File: src/rtl/mult_issue_ctrl.sv
// rtl/mult_issue_ctrl.sv - operand FIFO, issue and result-collect controller for the serial Booth multiplier
// Optional feature macro: MULT_ISSUE_TIMEOUT_EN (adds sticky err and a WAIT timeout that emits a zero result)
module mult_issue_ctrl #(
  parameter int DATA_WIDTH = 32,
  parameter int FIFO_DEPTH = 4
) (
  input  logic                    clk,
  input  logic                    rst_n,
  input  logic                    s_valid,
  output logic                    s_ready,
  input  logic [DATA_WIDTH-1:0]   s_a,
  input  logic [DATA_WIDTH-1:0]   s_b,
  output logic                    m_valid,
  input  logic                    m_ready,
  output logic [2*DATA_WIDTH-1:0] m_c,
  output logic [DATA_WIDTH-1:0]   mult_i_a,
  output logic [DATA_WIDTH-1:0]   mult_i_b,
  output logic                    mult_i_valid,
  input  logic                    mult_o_valid,
  input  logic [2*DATA_WIDTH-1:0] mult_o_c,
`ifdef MULT_ISSUE_TIMEOUT_EN
  output logic                    err,
`endif
  output logic                    busy
);

  localparam int AW = $clog2(FIFO_DEPTH);
  localparam int CW = AW + 1;
  localparam logic [CW-1:0] FULL_CNT = CW'(FIFO_DEPTH);

  typedef enum logic [1:0] {IDLE, ISSUE, WAIT, HOLD} state_t;

  state_t                  state_q, state_d;
  logic [DATA_WIDTH-1:0]   fifo_a_q [FIFO_DEPTH];
  logic [DATA_WIDTH-1:0]   fifo_b_q [FIFO_DEPTH];
  logic [AW-1:0]           wr_ptr_q, rd_ptr_q;
  logic [CW-1:0]           count_q;
  logic                    rst_done_q;
  logic                    m_valid_q, m_valid_d;
  logic [2*DATA_WIDTH-1:0] m_c_q, m_c_d;
  logic [DATA_WIDTH-1:0]   a_q, a_d, b_q, b_d;
  logic                    fifo_empty, fifo_full, push, pop;

`ifdef MULT_ISSUE_TIMEOUT_EN
  localparam int TO_LIMIT = DATA_WIDTH / 2 + 4;
  localparam int TW = $clog2(TO_LIMIT + 1);
  logic [TW-1:0] cnt_q, cnt_d;
  logic          err_q, err_d;
  assign err = err_q;
`endif

  assign fifo_empty = (count_q == '0);
  assign fifo_full  = (count_q == FULL_CNT);
  // The head leaves the FIFO on IDLE->ISSUE or on a HOLD handshake that chains straight into ISSUE.
  assign pop        = !fifo_empty && ((state_q == IDLE) || ((state_q == HOLD) && m_ready));
  assign s_ready    = rst_done_q && (!fifo_full || pop);
  assign push       = s_valid && s_ready;

  always_ff @(posedge clk) begin
    if (push) begin
      fifo_a_q[wr_ptr_q] <= s_a;
      fifo_b_q[wr_ptr_q] <= s_b;
    end
  end

  always_ff @(posedge clk or negedge rst_n) begin
    if (!rst_n) begin
      rst_done_q <= 1'b0;
      wr_ptr_q   <= '0;
      rd_ptr_q   <= '0;
      count_q    <= '0;
    end else begin
      rst_done_q <= 1'b1;
      if (push) wr_ptr_q <= wr_ptr_q + AW'(1);
      if (pop)  rd_ptr_q <= rd_ptr_q + AW'(1);
      case ({push, pop})
        2'b10:   count_q <= count_q + CW'(1);
        2'b01:   count_q <= count_q - CW'(1);
        default: count_q <= count_q;
      endcase
    end
  end

  always_ff @(posedge clk or negedge rst_n) begin
    if (!rst_n) begin
      state_q   <= IDLE;
      m_valid_q <= 1'b0;
      m_c_q     <= '0;
      a_q       <= '0;
      b_q       <= '0;
`ifdef MULT_ISSUE_TIMEOUT_EN
      cnt_q     <= '0;
      err_q     <= 1'b0;
`endif
    end else begin
      state_q   <= state_d;
      m_valid_q <= m_valid_d;
      m_c_q     <= m_c_d;
      a_q       <= a_d;
      b_q       <= b_d;
`ifdef MULT_ISSUE_TIMEOUT_EN
      cnt_q     <= cnt_d;
      err_q     <= err_d;
`endif
    end
  end

  always_comb begin
    state_d   = state_q;
    m_valid_d = m_valid_q;
    m_c_d     = m_c_q;
    a_d       = a_q;
    b_d       = b_q;
`ifdef MULT_ISSUE_TIMEOUT_EN
    cnt_d     = cnt_q;
    err_d     = err_q;
`endif
    if (pop) begin
      a_d = fifo_a_q[rd_ptr_q];
      b_d = fifo_b_q[rd_ptr_q];
    end
    case (state_q)
      IDLE: begin
        if (!fifo_empty) state_d = ISSUE;
      end
      ISSUE: begin
        state_d = WAIT;
`ifdef MULT_ISSUE_TIMEOUT_EN
        cnt_d   = '0;
`endif
      end
      // The multiplier has no reset, so its o_valid is trusted only here.
      WAIT: begin
        if (mult_o_valid) begin
          m_c_d     = mult_o_c;
          m_valid_d = 1'b1;
          state_d   = HOLD;
        end
`ifdef MULT_ISSUE_TIMEOUT_EN
        else if (cnt_q == TW'(TO_LIMIT - 1)) begin
          err_d     = 1'b1;
          m_c_d     = '0;
          m_valid_d = 1'b1;
          state_d   = HOLD;
        end else begin
          cnt_d = cnt_q + TW'(1);
        end
`endif
      end
      HOLD: begin
        if (m_ready) begin
          m_valid_d = 1'b0;
          state_d   = fifo_empty ? IDLE : ISSUE;
        end
      end
      default: state_d = IDLE;
    endcase
  end

  assign m_valid      = m_valid_q;
  assign m_c          = m_c_q;
  assign mult_i_a     = a_q;
  assign mult_i_b     = b_q;
  assign mult_i_valid = (state_q == ISSUE);
  assign busy         = (state_q != IDLE) || !fifo_empty;

endmodule

File: config.mk
export PLATFORM = sky130hd
export DESIGN_NAME = mult_issue_ctrl
export DESIGN_NICKNAME = d
export VERILOG_FILES = /design/src/rtl/mult_issue_ctrl.sv
export SDC_FILE = /design/constraint.sdc
export NUM_CORES = 1
export LEC_CHECK = 0
export CAP_MARGIN = 10
export CORE_ASPECT_RATIO = 0.5
export CORE_UTILIZATION = 25
export DETAILED_ROUTE_END_ITERATION = 16
export GPL_TIMING_DRIVEN = 0
export MAX_ROUTING_LAYER = met4
export SLEW_MARGIN = 20
export SYNTH_ARGS = -nofsm -noshare
export SYNTH_HDL_FRONTEND = slang
export SYNTH_SLANG_ARGS = --single-unit
export TNS_END_PERCENT = 100
File: constraint.sdc
create_clock -name clk -period 3.21 [get_ports clk]
set_clock_uncertainty 0.1 [all_clocks]
set_input_delay 0.963 -clock clk [delete_from_list [all_inputs] [get_ports clk]]
set_output_delay 0.963 -clock clk [all_outputs]
set_load 0.05 [all_outputs]
==> results of run 1 <==
## state kept, by name, summed over array words and instances, names as in the netlist
name,count
wr_ptr_q,2
fifo_a_q,128
mult_i_a,32
mult_i_b,32
state_q,2
fifo_b_q,128
count_q,3
m_c,64
rd_ptr_q,2
m_valid,1
rst_done_q,1
## report_power, final
group          internal, mW  total, mW  switching, mW
logic                  3.70       8.99           5.29
registers              6.75       7.32          0.576
clock network          2.57       4.49           1.92
## kinds of logic (layout without fill, tap and decap cells)
kind of cell	after synthesis	in the layout	synth area share, %
compound gates	8	8	0.367
xor+xnor	6	6	0.359
fa+ha+maj	11	11	0.990
buf+inv	36	378	1.41
flops	395	395	76.2
mux	195	195	19.9
other cells	1	2	0.0256
simple gates	19	19	0.760
## cell type report
class                      instances  area [sq um]
clock inverter                    11           143
sequential                       395         11200
antenna                            1          2.50
fill                            5417         38000
inverter                           9          33.8
timing repair buffer             269          2780
tap                              768           961
clock buffer                      62          1110
multi-input combinational        240          3300
buffer                            27           173
## placed cells by master (no fill, tap or decap), types with 2 or more instances in the layout
cell type	count
nand2_1	3
buf_2	15
inv_1	9
clkbuf_16	40
clkinv_1	4
clkinv_2	2
buf_16	5
edfxtp_1	256
and2_4	3
buf_6	5
mux2_2	130
o21ai_0	2
xnor2_1	2
buf_1	2
clkbuf_1	20
clkbuf_8	3
nor2b_1	2
mux4_2	64
bufinv_16	2
dlygate4sd2_1	2
clkdlybuf4s50_1	260
ha_1	9
nor2_1	5
dfrtp_1	139
buf_4	5
xor2_1	4
## cells in the mapped netlist
| cell | number |
|---|---|
| mux2i_1 | 1 |
| conb_1 | 1 |
| nand2_1 | 3 |
| a21oi_1 | 2 |
| inv_1 | 9 |
| buf_2 | 15 |
| fa_1 | 1 |
| a32oi_1 | 1 |
| xor2_1 | 4 |
| dfrtp_1 | 139 |
| and2_1 | 4 |
| nor2_1 | 5 |
| buf_6 | 5 |
| ha_1 | 10 |
| nor3_4 | 1 |
| xnor2_1 | 2 |
| nor2b_1 | 2 |
| a211oi_1 | 1 |
| buf_4 | 4 |
| and4_1 | 1 |
| nor3b_1 | 1 |
| nand2b_1 | 1 |
| a2111o_1 | 1 |
| o21ai_0 | 2 |
| edfxtp_1 | 256 |
| nand3_1 | 1 |
| mux4_2 | 64 |
| buf_1 | 2 |
| mux2_2 | 130 |
| a31oi_1 | 1 |
| clkbuf_1 | 1 |
## layer usage
layer,global-route usage (%),up-vias,wire length (um)
met5,-,-,0
met4,3.34,0,728
met3,1.58,49,828
met2,21.8,87,19300
met1,11.4,3923,11500
li1,-,3273,-
## how the worst min path moves through the flow
stage / end / slack, ns / cells past startpoint
after floorplan: count_q[2]$_DFFE_PN0P_ / 0.43 / 1
after global placement: m_c[28]$_DFFE_PN0P_ / 0.39 / 1
after detailed placement: m_c[32]$_DFFE_PN0P_ / 0.39 / 1
after CTS: mult_i_a[8]$_DFFE_PN0P_ / 0.31 / 1
after global routing: mult_i_a[23]$_DFFE_PN0P_ / 0.31 / 1
final: mult_i_a[23]$_DFFE_PN0P_ / 0.29 / 1
## repair_timing
action                                 4_1_cts  5_1_grt
setup endpoints to repair                    2        1
setup buffers                                0        0
pin swaps                                    2        0
cloned                                       0        0
endpoints found under the hold margin        0        0
gates resized for setup                      9        1
==> results.sh, run 1 <==
export IMPL_critPathMaxFanout=5
export IMPL_p_leak_nw=6.92
export IMPL_grt_pass1_vias=8073
export IMPL_p_per_area_mw_per_mm2=1060
export IMPL_syn_area_per_cell_sq_um=21.8
export IMPL_synth_seq_area_share_pct=76.2
export IMPL_nNetsFinal=1126
export IMPL_synthTopCellsByArea="edfxtp_1, dfrtp_1, mux2_2, mux4_2, ha_1"
export IMPL_die_w_um=344
export IMPL_rsz0062_at_grt="false"
export IMPL_place_hpwl_um=21400
export IMPL_hold_slack_ns=0.288
export IMPL_r2r_start="state_q[0]$_DFFE_PN0P_"
export IMPL_yosys_cell_types_count=31
export IMPL_cts_hold_fix_buffers=0
export IMPL_critPathLaunchType="flop"
export IMPL_clkLatencyLatePin_ns=0.55
export IMPL_drt_wl_total_um=32300
export IMPL_slowest_stage="clkdlybuf4s50_1"
export IMPL_worst_path_stages=3
export IMPL_end_kind="primary output"
export IMPL_numCtsBuffers=40
export IMPL_crit_start="state_q[1]$_DFFE_PN0P_"
export IMPL_crit_family="buffers and inverters"
export IMPL_grt_pass1_wl_um=49200
export IMPL_core_area_sq_mm=0.0576
export IMPL_placed_cells=1708
export IMPL_overflow=0
export IMPL_min_period_ns=3.15
export IMPL_pre_cts_ws_ns=-0.656
export IMPL_cts_root_buf="clkbuf_16"
export IMPL_cp_data_required_time_ns=2.15
export IMPL_drtIter0Drc=301
export IMPL_r2r_worst_path_cells=12
export IMPL_syn_num_nets=815
export IMPL_layout_drive_gt1_share_pct=27.8
export IMPL_rows=62
export IMPL_start_util_pct=25.4
export IMPL_yosys_warnings=0
export IMPL_ant_nets=0
export IMPL_port_buffers=264
export IMPL_hold_class="in2async"
export IMPL_synth_area_leader_cell="edfxtp_1"
export IMPL_firstDrtPassIters=4
export IMPL_fin_tns_setup_ns=0
export IMPL_irDropWorstVdd_mv=0.450
export IMPL_yosys_register_bits=395
export IMPL_wl_per_cell_um=18.1
export IMPL_max_cap_violations=0
export IMPL_cts_sinks=395
export IMPL_viasPerCell=4.11
export IMPL_clockBufferDepth=3
export IMPL_die_h_um=173
export IMPL_slowest_delay_ns=0.84
export IMPL_arrival_ns=2.09
export IMPL_htree_levels=2
export IMPL_hold_violations=0
export IMPL_finalCoreUtilization_pct=34.1
export IMPL_drc=0
export IMPL_final_max_slew_violation_count=0
export IMPL_cts_tree="done"
export IMPL_r2r_end="count_q[2]$_DFFE_PN0P_"
export IMPL_synth_top_area_share_pct=52.5
export IMPL_dieArea_sq_mm=0.0596
export IMPL_setup_ws_ns=0.0608
export IMPL_track_usage_pct=11.2
export IMPL_crit_end="mult_i_valid"
export IMPL_tightest_slew_ns=0.736
export IMPL_antenna_found_initial=1
export IMPL_crit_type="reg2out"
export IMPL_slew_headroom_pct=50.9
export IMPL_netlist_area_sq_mm=0.0147
export IMPL_final_cells=1782
export IMPL_routabilityCongestion=0.727
export IMPL_setup_violations=0
export IMPL_cts_clk_slew_worst_paths_ns=0.06
export IMPL_clock_fmax_ghz=0.318
export IMPL_power_mw=20.8
export IMPL_synthCells=671
export IMPL_vias=7332
export IMPL_final_cell_area_sq_mm=0.0197
export IMPL_rrSetupSlack_ns=0.30
export IMPL_worst_path_buf_inv=2
export IMPL_outcome="complete, no violations"
export IMPL_post_route_period_util_pct=98.1
export IMPL_post_dp_cell_area_sq_mm=0.0184
export IMPL_pin_count=265
export IMPL_grt_max_degree=78
export IMPL_area_delta_synth_final_pct=34.2
export IMPL_path_cells="inv_1 > ha_1 > clkdlybuf4s50_1"
Power figures use the tool's default switching activity.
==> run 2, diff against run 1 <==
--- a/config.mk
+++ b/config.mk
@@ -8,9 +8,12 @@
 export CAP_MARGIN = 10
 export CORE_ASPECT_RATIO = 0.5
 export CORE_UTILIZATION = 25
+export CTS_BUF_LIST = sky130_fd_sc_hd__clkbuf_4
 export DETAILED_ROUTE_END_ITERATION = 16
 export GPL_TIMING_DRIVEN = 0
 export MAX_ROUTING_LAYER = met4
+export PLACE_DENSITY = 0.49
+export SKIP_CTS_REPAIR_TIMING = 1
 export SLEW_MARGIN = 20
 export SYNTH_ARGS = -nofsm -noshare
 export SYNTH_HDL_FRONTEND = slang
==> run 2 against run 1 <==
Against the previous run:
- power about the same
- critical endpoint is now s_ready
- utilization rose by 0.25 points
- non-clock buffer count grew 3
==> results.sh, run 2 (same netlist as run 1, synthesis figures left out) <==
export IMPL_vias=7714
export IMPL_arrival_ns=2.09
export IMPL_area_delta_synth_final_pct=35.2
export IMPL_clockBufferDepth=3
export IMPL_pin_count=265
export IMPL_final_cell_area_sq_mm=0.0198
export IMPL_rrSetupSlack_ns=0.36
export IMPL_antenna_found_initial=1
export IMPL_min_period_ns=3.16
export IMPL_overflow=0
export IMPL_fillers=5538
export IMPL_post_dp_cell_area_sq_mm=0.0184
export IMPL_critPathLaunchType="input port"
export IMPL_grt_pass1_wl_um=52100
export IMPL_cts_root_buf="clkbuf_4"
export IMPL_crit_type="in2out"
export IMPL_final_max_slew_violation_count=0
export IMPL_irDropWorstVdd_mv=0.356
export IMPL_place_hpwl_um=22000
export IMPL_cp_data_required_time_ns=2.15
export IMPL_power_mw=20.8
export IMPL_max_cap_violations=0
export IMPL_rows=62
export IMPL_r2r_start="state_q[1]$_DFFE_PN0P_"
export IMPL_r2r_end="count_q[2]$_DFFE_PN0P_"
export IMPL_p_per_area_mw_per_mm2=1050
export IMPL_post_route_period_util_pct=98.3
export IMPL_r2r_worst_path_cells=12
export IMPL_drtIter0Drc=326
export IMPL_hold_violations=0
export IMPL_rsz0062_at_grt="true"
export IMPL_track_usage_pct=12.1
export IMPL_wl_per_cell_um=18.2
export IMPL_grt_max_degree=76
export IMPL_hold_class="in2async"
export IMPL_cts_sinks=395
export IMPL_clkLatencyLatePin_ns=0.79
export IMPL_numCtsBuffers=99
export IMPL_drt_wl_total_um=34500
export IMPL_outcome="complete, no violations"
export IMPL_clock_fmax_ghz=0.317
export IMPL_fin_tns_setup_ns=0
export IMPL_viasPerCell=4.07
export IMPL_firstDrtPassIters=5
export IMPL_dieArea_sq_mm=0.0596
export IMPL_htree_levels=3
export IMPL_slew_headroom_pct=44.9
export IMPL_layout_drive_gt1_share_pct=35.5
export IMPL_routabilityCongestion=0.717
export IMPL_hold_slack_ns=0.0506
export IMPL_grt_pass1_vias=8545
export IMPL_drc=0
export IMPL_final_common_cell="clkdlybuf4s50_1"
export IMPL_p_leak_nw=7.14
export IMPL_layout_common_cells="clkdlybuf4s50_1, edfxtp_1, clkbuf_4"
export IMPL_die_w_um=344
export IMPL_setup_violations=0
export IMPL_ant_nets=0
export IMPL_start_util_pct=25.4
export IMPL_die_h_um=173
export IMPL_nNetsFinal=1188
export IMPL_cts_tree="done"
export IMPL_end_kind="primary output"
export IMPL_core_area_sq_mm=0.0576
export IMPL_critPathMaxFanout=3
export IMPL_tightest_slew_ns=0.827
export IMPL_cts_clk_slew_worst_paths_ns=0.08
export IMPL_port_buffers=264
## run 2: metal layers
metal / share of wire, % / vias to the layer above / wire length, um / track usage (%)
met5: 0 / - / 0 / -
met4: 1.7 / 0 / 582 / 4.04
met3: 3.6 / 56 / 1240 / 2.97
met2: 57 / 127 / 19600 / 21.9
met1: 38 / 4055 / 13100 / 12.7
li1: - / 3476 / - / -
## run 2: area by class of cell
type	count	area, sq um	share of cell area (%)
Clock inverter	32	198	0.998
Tap cell	768	961	4.85
Timing Repair Buffer	272	2810	14.2
Inverter	9	33.8	0.170
Sequential cell	395	11200	56.4
Clock buffer	152	1140	5.76
Multi-Input combinational cell	240	3330	16.8
Antenna cell	1	2.50	0.0126
Buffer	27	175	0.884
## run 2: how the worst max path moves through the flow
stage	slack, ns	start	to	cells past startpoint
after floorplan	0.36	m_ready	fifo_a_q[1][0]$_DFFE_PP_	3
after global placement	-5.65	rst_n	m_c[19]$_DFFE_PN0P_	1
after detailed placement	-0.81	m_ready	s_ready	5
after CTS	-1.0	state_q[0]$_DFFE_PN0P_	s_ready	6
after global routing	-0.03	state_q[1]$_DFFE_PN0P_	s_ready	6
final	0.05	m_ready	s_ready	5
## run 2: power by group
group | total (mW) | internal [mW] | switching [mW]
registers | 7.31 | 6.74 | 0.575
clock network | 4.42 | 2.33 | 2.09
logic | 9.06 | 3.75 | 5.32
total | 20.8 | 12.8 | 7.98
## run 2: stage by stage
stage	worst slack [ns]	utilization [%]	cells
4_1_cts	-0.997	34.3	1893
3_3_place_gp	-5.65	31.7	1703
6_report	0.0546	34.4	1896
2_1_floorplan	0.357	-	671
3_5_place_dp	-0.813	32.0	1709
5_1_grt	-0.0347	34.4	1896
## run 2: worst max-delay path, cell delays in order
cell and delay, ns:
clkdlybuf4s50_1 0.49, a21oi_4 0.21, nand3_2 0.10, and2_4 0.17
buf_6 0.15
==> run 3, diff against run 2 <==
--- a/config.mk
+++ b/config.mk
@@ -14,7 +14,7 @@
 export MAX_ROUTING_LAYER = met4
 export PLACE_DENSITY = 0.49
 export SKIP_CTS_REPAIR_TIMING = 1
-export SLEW_MARGIN = 20
+export SLEW_MARGIN = 30
 export SYNTH_ARGS = -nofsm -noshare
 export SYNTH_HDL_FRONTEND = slang
 export SYNTH_SLANG_ARGS = --single-unit
==> run 3 against run 2 <==
Against the previous run:
- final cell count is 0.37% lower
- via count is 0.58% lower
- critical path depth stayed put
- design area is 0.26% lower
- power is 0.47% lower
- global-route usage is 0.056 points higher
- critical path type unchanged
- the flow now finishes with violations (setup timing)
- sequential power hardly changed
==> results.sh, run 3 (same netlist as run 1, synthesis figures left out) <==
export IMPL_post_route_period_util_pct=102
export IMPL_ant_nets=0
export IMPL_viasPerCell=4.06
export IMPL_gr_usage_met2_pct=21.8
export IMPL_final_common_cell="clkdlybuf4s50_1"
export IMPL_p_leak_nw=7.13
export IMPL_track_usage_pct=12.1
export IMPL_crit_type="in2out"
export IMPL_htree_levels=3
export IMPL_slowest_delay_ns=0.49
export IMPL_die_h_um=173
export IMPL_drt_wl_total_um=34400
export IMPL_critPathMaxFanout=4
export IMPL_violations="setup timing"
export IMPL_nNetsFinal=1183
export IMPL_numCtsBuffers=96
export IMPL_cts_clk_slew_worst_paths_ns=0.07
export IMPL_critPathLaunchType="input port"
export IMPL_final_max_slew_violation_count=0
export IMPL_core_area_sq_mm=0.0576
export IMPL_arrival_ns=2.20
export IMPL_overflow=0
export IMPL_grt_max_degree=72
export IMPL_firstDrtPassIters=6
export IMPL_irDropWorstVdd_mv=0.388
export IMPL_max_cap_violations=0
export IMPL_top_usage_layer="met2"
export IMPL_rows=62
export IMPL_p_per_area_mw_per_mm2=1050
export IMPL_cts_tree="done"
export IMPL_dieArea_sq_mm=0.0596
export IMPL_port_buffers=264
export IMPL_routabilityCongestion=0.717
export IMPL_cts_sinks=395
export IMPL_rsz0062_at_grt="true"
export IMPL_path_cells="clkdlybuf4s50_1 > a21oi_4 > nand3_1 > and2_1 > buf_4"
export IMPL_layout_drive_gt1_share_pct=35.4
export IMPL_outcome="finished, violations left"
export IMPL_antenna_found_initial=1
export IMPL_clockBufferDepth=3
export IMPL_place_hpwl_um=22100
export IMPL_end_kind="primary output"
export IMPL_layout_common_cells="clkdlybuf4s50_1, edfxtp_1, clkbuf_4"
export IMPL_tightest_slew_ns=0.809
export IMPL_grtUsageMet1_pct=12.8
export IMPL_vias=7669
export IMPL_setup_ws_ns=-0.0501
export IMPL_pin_count=265
export IMPL_gr_usage_met3_pct=3.18
export IMPL_hold_class="in2async"
export IMPL_area_delta_synth_final_pct=34.9
export IMPL_grt_pass1_vias=8484
export IMPL_slew_headroom_pct=46.1
export IMPL_power_mw=20.7
export IMPL_fin_tns_setup_ns=-0.0501
export IMPL_min_period_ns=3.26
export IMPL_cts_root_buf="clkbuf_4"
export IMPL_clkLatencyLatePin_ns=0.78
export IMPL_hold_violations=0
export IMPL_slowest_stage="clkdlybuf4s50_1"
export IMPL_clock_fmax_ghz=0.307
export IMPL_drtIter0Drc=302
export IMPL_grt_pass1_wl_um=52200
export IMPL_wl_per_cell_um=18.2
export IMPL_cp_data_required_time_ns=2.15
export IMPL_drc=0
export IMPL_setup_violations=1
export IMPL_start_util_pct=25.4
export IMPL_die_w_um=344
run 3: cell count changes in the layout (fill, tap and decap cells not counted), moves of 2 or more:
cell	delta
clkinv_1	-7
dlymetal6s2s_1	+2
inv_1	+2
clkdlybuf4s50_1	-2
clkbuf_4	+3
buf_4	-2
inv_2	-3
run 3: worst paths after layout:
kind,start,endpoint,slack (ns),cells after the start
worst max-delay path,m_ready,s_ready,-0.05,5
worst min-delay path,rst_n,mult_i_a[20]$_DFFE_PN0P_,0.08,1
worst max register to register,state_q[0]$_DFFE_PN0P_,count_q[2]$_DFFE_PN0P_,0.39,12
worst min register to register,m_c[51]$_DFFE_PN0P_,m_c[51]$_DFFE_PN0P_,0.40,1
max in group asynchronous,rst_n,m_c[22]$_DFFE_PN0P_,2.08,2
min in group clk,m_c[51]$_DFFE_PN0P_,m_c[51]$_DFFE_PN0P_,0.40,1
run 3: critical path: cells and delay by family:
| kind | cells | cell delay (ns) |
|---|---|---|
| simple gates | 2 | 0.30 |
| buf+inv | 2 | 0.68 |
| compound gates | 1 | 0.25 |
run 3: layout make-up:
class | count | area, sq um
clock inverter | 25 | 154
buffer | 27 | 175
antenna | 1 | 2.50
inverter | 9 | 33.8
multi-input combinational | 240 | 3320
tap | 768 | 961
fill | 5501 | 37900
timing repair buffer | 270 | 2800
clock buffer | 154 | 1160
sequential | 395 | 11200
run 3: layer usage:
layer | share of wire, % | wire [um] | up-vias
li1 | - | - | 3455
met1 | 38 | 13000 | 4024
met2 | 57 | 19500 | 140
met3 | 3.8 | 1300 | 50
met4 | 1.8 | 611 | 0
met5 | 0 | 0 | -
run 3: stage by stage:
stage | utilization [%] | cell area (sq um) | cells | hold slack [ns] | setup slack (ns)
after floorplan | - | 14700 | 671 | 0.431 | 0.357
after global placement | 31.7 | 18300 | 1703 | 0.386 | -5.65
after detailed placement | 32.0 | 18400 | 1709 | 0.395 | -0.820
after CTS | 34.2 | 19700 | 1888 | -0.00718 | -1.02
after global routing | 34.3 | 19800 | 1889 | 0.0113 | -0.222
final | 34.3 | 19800 | 1889 | 0.0799 | -0.0501
run 3: report_power, final:
part	leakage, nW	internal (mW)	switching [mW]
logic	2.40	3.72	5.32
registers	3.96	6.74	0.565
clock network	0.772	2.27	2.08
